<file path="config.mk">
export PLATFORM = sky130hd
export DESIGN_NAME = bin_to_bcd_seq
export DESIGN_NICKNAME = d
export VERILOG_FILES = /design/src/rtl/bin_to_bcd_seq.sv
export SDC_FILE = /design/constraint.sdc
export NUM_CORES = 1
export LEC_CHECK = 0
export CORE_UTILIZATION = 55
export DETAILED_ROUTE_END_ITERATION = 10
export PLACE_DENSITY_LB_ADDON = 0.2
export SLEW_MARGIN = 20
export SYNTH_ARGS = -nofsm -noshare
export SYNTH_HDL_FRONTEND = slang
export SYNTH_SLANG_ARGS = --single-unit
</file>
<file path="constraint.sdc">
create_clock -name clk_in -period 1.6 [get_ports clk_in]
set_input_delay 0.16 -clock clk_in [delete_from_list [all_inputs] [get_ports clk_in]]
set_output_delay 0.16 -clock clk_in [all_outputs]
set_load 0.03 [all_outputs]
</file>
<file path="src/rtl/bin_to_bcd_seq.sv">
// bin_to_bcd_seq: sequential double-dabble binary-to-packed-BCD converter.
// One input bit per clock, framed by a start/busy/done handshake.
`default_nettype none

module bin_to_bcd_seq #(
  parameter int BIN_W  = 16,
  parameter int DIGITS = 5
) (
  input  logic                  clk_in,
  input  logic                  rst,
  input  logic                  start,
  input  logic [BIN_W-1:0]      bin_in,
  output logic                  busy,
  output logic                  done,
  output logic [4*DIGITS-1:0]   bcd_out,
  output logic                  overflow
);

  localparam int CNT_W = $clog2(BIN_W + 1);

  typedef enum logic [1:0] {
    IDLE  = 2'd0,
    SHIFT = 2'd1,
    DONE  = 2'd2
  } state_t;

  state_t              state;
  state_t              state_next;
  logic [BIN_W-1:0]    shift_reg;
  logic [4*DIGITS-1:0] scratch;
  logic [4*DIGITS-1:0] adjusted;
  logic [4*DIGITS-1:0] scratch_next;
  logic                carry;
  logic                ovf_acc;
  logic [CNT_W-1:0]    count;
  logic                last_iter;

  always_comb begin
    adjusted = scratch;
    for (int i = 0; i < DIGITS; i++) begin
      if (scratch[4*i +: 4] >= 4'd5) begin
        adjusted[4*i +: 4] = scratch[4*i +: 4] + 4'd3;
      end
    end
    {carry, scratch_next} = {adjusted, shift_reg[BIN_W-1]};
  end

  assign last_iter = (count == CNT_W'(1));

  always_ff @(posedge clk_in or negedge rst) begin
    if (!rst) begin
      state <= IDLE;
    end else begin
      state <= state_next;
    end
  end

  always_comb begin
    state_next = state;
    busy       = 1'b0;
    done       = 1'b0;
    case (state)
      IDLE: begin
        if (start) begin
          state_next = SHIFT;
        end
      end
      SHIFT: begin
        busy = 1'b1;
        if (last_iter) begin
          state_next = DONE;
        end
      end
      DONE: begin
        done       = 1'b1;
        state_next = IDLE;
      end
      default: state_next = IDLE;
    endcase
  end

  // The result registers are written on the final iteration edge so they are
  // valid for the whole cycle in which done is high.
  always_ff @(posedge clk_in or negedge rst) begin
    if (!rst) begin
      shift_reg <= '0;
      scratch   <= '0;
      ovf_acc   <= 1'b0;
      count     <= '0;
      bcd_out   <= '0;
      overflow  <= 1'b0;
    end else begin
      case (state)
        IDLE: begin
          if (start) begin
            shift_reg <= bin_in;
            scratch   <= '0;
            ovf_acc   <= 1'b0;
            count     <= CNT_W'(BIN_W);
          end
        end
        SHIFT: begin
          shift_reg <= {shift_reg[BIN_W-2:0], 1'b0};
          scratch   <= scratch_next;
          ovf_acc   <= ovf_acc | carry;
          count     <= count - CNT_W'(1);
          if (last_iter) begin
            bcd_out  <= scratch_next;
            overflow <= ovf_acc | carry;
          end
        end
        default: ;
      endcase
    end
  end

endmodule

`default_nettype wire

</file>
==> run summary <==
The internal power came out at 4.94 mW. CTS built an H-tree with a depth of 3. The number of nets with antenna violations after routing is 0. Measured against its own limit, the worst slew margin works out to 0.777. The power density over the cells is 2020 mW/mm^2. The flop and latch count out of synthesis is 65. In this run the tool buffered the top-level ports with 41 buffer cells. The data arrival at the endpoint of the critical path came out at 1.79 ns. The total via count after detailed routing is 2,391. The number of rows in the core area is 27. The path class of the tightest hold or removal check is primary input to async pin. The share of total power dissipated in sequential elements is 0.357. The kind of critical path is register to register. The xor and xnor fraction of the mapped netlist area came out at 0.0165. The first-pass GRT wire length came out at 11,200 um. The main combinational cell family by area after synthesis is compound AO/OA/AOI/OAI gates. The number of endpoints with negative hold slack in the final report is 0. The via count of the first global-routing pass is 2,389. The final layout contains 393 nets. The total placed cells including tap cells is 415.

After synthesis, the netlist uses 35 different library cells. 0 antenna diodes ended up in the layout. The transition time at the pin with the least slew margin is 0.330 ns. Synthesis produced a netlist with a net count of 331. The clock buffer count from CTS came out at 9. The horizontal extent of the die is 78.0 um. The synthesized-area fraction occupied by and/or/nand/nor cells is 0.152. The cell area after placement came out at 0.00375 mm^2.

The standby leakage power came out at 1.86 nW. The floorplan step defined a core boundary enclosing 0.00554 mm^2. Relative to the synthesized area, the layout overhead comes to 27.5%.

The aggregate routed wire length is 6490 um. In the detailed route, the total length drawn on met3 is 214 um. The number of top-level design ports came out at 42. The top fanout value on the critical path came out at 8. The worst setup path is captured at a register. Walking the worst path, the cells encountered are inv_2, ha_4, nor4b_4, nand2_4, inv_6, buf_12, mux2_4. The net switching component of the power came out at 3.23 mW. The tool flagged a number of max-cap violations equal to 0. The synthesis warning total came out at 0. The number of fill cells is 410. The finished cells cover 0.00405 mm^2. The vertical die dimension came out at 78.0 um. Of the total synthesized cell area, the portion taken by full adders, half adders and majority gates is 0.0472. The detailed route wirelength on metal2 is 3080 um. The highest metal layer carrying signal wires in the routed design is met4. The switching share of power came out at 0.396. Counting both buffers and inverters, the worst setup path holds a total of 3. Dividing the final minimum period by the clock period gives 0.986. Of the cells placed in the final design, the portion with a size suffix greater than 1 is 0.192. The flip-flop cell with the highest count after synthesis is sky130_fd_sc_hd__dfrtp_1. Data on the critical path is required at its endpoint by 1.81 ns. Derived from the worst setup path, the maximum achievable clock frequency is 634 MHz. TritonCTS built the clock tree. The compound-cell area share of the yosys netlist came out at 0.163. Leaving out fill and tap cells, the most frequent cell in the layout is sky130_fd_sc_hd__dfrtp_1. The number of max-slew violations in the final report is 0. The per-instance average area after synthesis is 10.6 um^2. The initial standard-cell utilization of the core came out at 0.574.

No sink is reached through more buffers than the 2 on the longest clock path. The routability-driven placement congestion ratio came out at 0.809. Among all stages on the critical path, the largest delay is contributed by sky130_fd_sc_hd__dfrtp_1.

In the routed layout, each cell is associated on average with a via count of 5.48. The clock period minus worst slack came out at 1.58 ns. The number of non-filler instances in the completed layout is 436.

The fraction of power consumed by combinational cells came out at 0.504. The total track usage is 0.241. Setup repair after global routing could not meet its margin everywhere. The share of total power dissipated in the clock network is 0.139. The detailed placer's ending HPWL came out at 4240 um. The fraction of the yosys area taken by sequential cells is 0.512. The mean routed wirelength per cell came out at 14.9 um. The flow ran to the end, and the final reports show no timing, DRC or antenna violations.

Across the routed clock network, the largest skew measured is 0.00768 ns. The die covers 0.00609 mm^2. The share of cell area taken by muxes after synthesis is 0.0618.

The final setup violation count is 0. Total power for the finished layout comes to 8.17 mW. The overall overflow remaining after global route is 0. Clock-pin slew was measured on the worst setup and hold paths at 0.07 ns.

The worst voltage drop across the vdd grid is 1.15 mV. The post-synth design cell area is 0.00318 mm^2. The detailed-router iteration count before antenna repair is 4. The share of synthesized flip-flops with an asynchronous set or reset came out at 1.00. The number of DRC violations after detailed routing came out at 0. The number of sinks on the clock net came out at 65. The CTS root buffer is sky130_fd_sc_hd__clkbuf_8.

The count of routing violations after the opening detailed-route iteration is 145. The nature of the critical path startpoint is a register. The clock latency reported for the late side of the worst-skew pair is 0.33 ns.

The top cell types in the final layout, fill and taps aside, are sky130_fd_sc_hd__dfrtp_1 (65), sky130_fd_sc_hd__nand2_1 (40), sky130_fd_sc_hd__o21ai_0 (39). The cell family contributing the most delay on the critical path is flip-flops. The gate count of the mapped netlist is 300.

The initial antenna violation count is 0. The largest net degree at the start of global routing is 66. The total number of cells along the worst setup path is 7.

The number of cells on the worst reg-to-reg path came out at 7. The count of flip-flops with a built-in enable after synthesis came out at 0. The length of routed wiring on met1 came out at 3070 um. On the worst path, the slowest cell contributes a delay of 0.38 ns.
==> power groups by stage <==
stage               clock [mW]  combinational (mW)  sequential [mW]
floorplan                    0                2.15             3.32
global placement             0                3.77             2.89
detailed placement           0                3.90             2.90
CTS                       1.16                4.01             2.91
global route              1.23                4.52             3.02
finish                    1.13                4.12             2.92
==> metrics by stage <==
| step | setup TNS, ns | setup WS (ns) | util | hold WS, ns |
|---|---|---|---|---|
| after CTS | 0 | 0.00379 | 0.721 | 0.381 |
| after floorplan | 0 | 0.0750 | - | -0.136 |
| after global placement | 0 | 0.0520 | 0.677 | 0.202 |
| after global routing | -0.137 | -0.0394 | 0.731 | 0.425 |
| final | 0 | 0.0224 | 0.731 | 0.373 |
| after detailed placement | -0.0300 | -0.00759 | 0.677 | 0.200 |
==> final timing paths <==
kind,slack [ns],startpoint,to
max in group asynchronous,0.95,rst,shift_reg[15]
max reg2reg,0.02,count[1],bcd_out[10]
min in group clk_in,0.47,bin_in[0],shift_reg[0]
max,0.02,count[1],bcd_out[10]
min reg2reg,0.48,bcd_out[19],bcd_out[19]
min,0.37,rst,bcd_out[14]
==> synthesized netlist by cell type, types with 3 or more instances <==
cell | count | area (um^2)
sky130_fd_sc_hd__a21oi_1 | 24 | 120
sky130_fd_sc_hd__a22o_1 | 15 | 131
sky130_fd_sc_hd__a31oi_1 | 4 | 25.0
sky130_fd_sc_hd__and3b_1 | 13 | 114
sky130_fd_sc_hd__buf_2 | 9 | 45.0
sky130_fd_sc_hd__clkbuf_1 | 3 | 11.3
sky130_fd_sc_hd__dfrtp_1 | 65 | 1630
sky130_fd_sc_hd__ha_1 | 12 | 150
sky130_fd_sc_hd__inv_1 | 12 | 45.0
sky130_fd_sc_hd__mux2_4 | 9 | 135
sky130_fd_sc_hd__mux2i_1 | 5 | 50.1
sky130_fd_sc_hd__nand2_1 | 40 | 150
sky130_fd_sc_hd__nand2b_1 | 6 | 37.5
sky130_fd_sc_hd__nor2_1 | 7 | 26.3
sky130_fd_sc_hd__nor3b_1 | 6 | 45.0
sky130_fd_sc_hd__o21ai_0 | 39 | 195
sky130_fd_sc_hd__or3b_2 | 4 | 35.0
sky130_fd_sc_hd__xnor2_1 | 6 | 52.6
==> layout make-up <==
| class | count | area (um^2) | share of cell area |
|---|---|---|---|
| clock buffer | 12 | 145 | 0.0358 |
| clock inverter | 1 | 5.00 | 0.00123 |
| inverter | 14 | 60.1 | 0.0148 |
| multi-input combinational | 205 | 1460 | 0.359 |
| sequential | 65 | 1630 | 0.401 |
| tap | 72 | 90.1 | 0.0222 |
| timing repair buffer | 67 | 671 | 0.165 |
==> routing by layer <==
layer,vias to the layer above,global-route usage
met4,0,0.139
met2,53,0.357
met5,-,0
met3,14,0.0477
li1,1174,-
met1,1150,0.332
==> repair_timing <==
item	in CTS	in global routing
setup endpoints to repair	7	24
buffers inserted	3	3
hold buffers	1	0
resized for setup	8	10
hold endpoints to repair	65	0
pin swaps	1	4
cloned	1	0
==> logic make-up after synthesis <==
family,Yosys count
buf+inv,30
flops,65
compound gates,88
mux,15
fa+ha+maj,12
simple gates,84
xor+xnor,6
==> worst min-delay path: cells and delay by family <==
kind     cells  cell delay (ns)
buf+inv      3             0.94
Note: power is estimated with default switching activity, not from simulation.
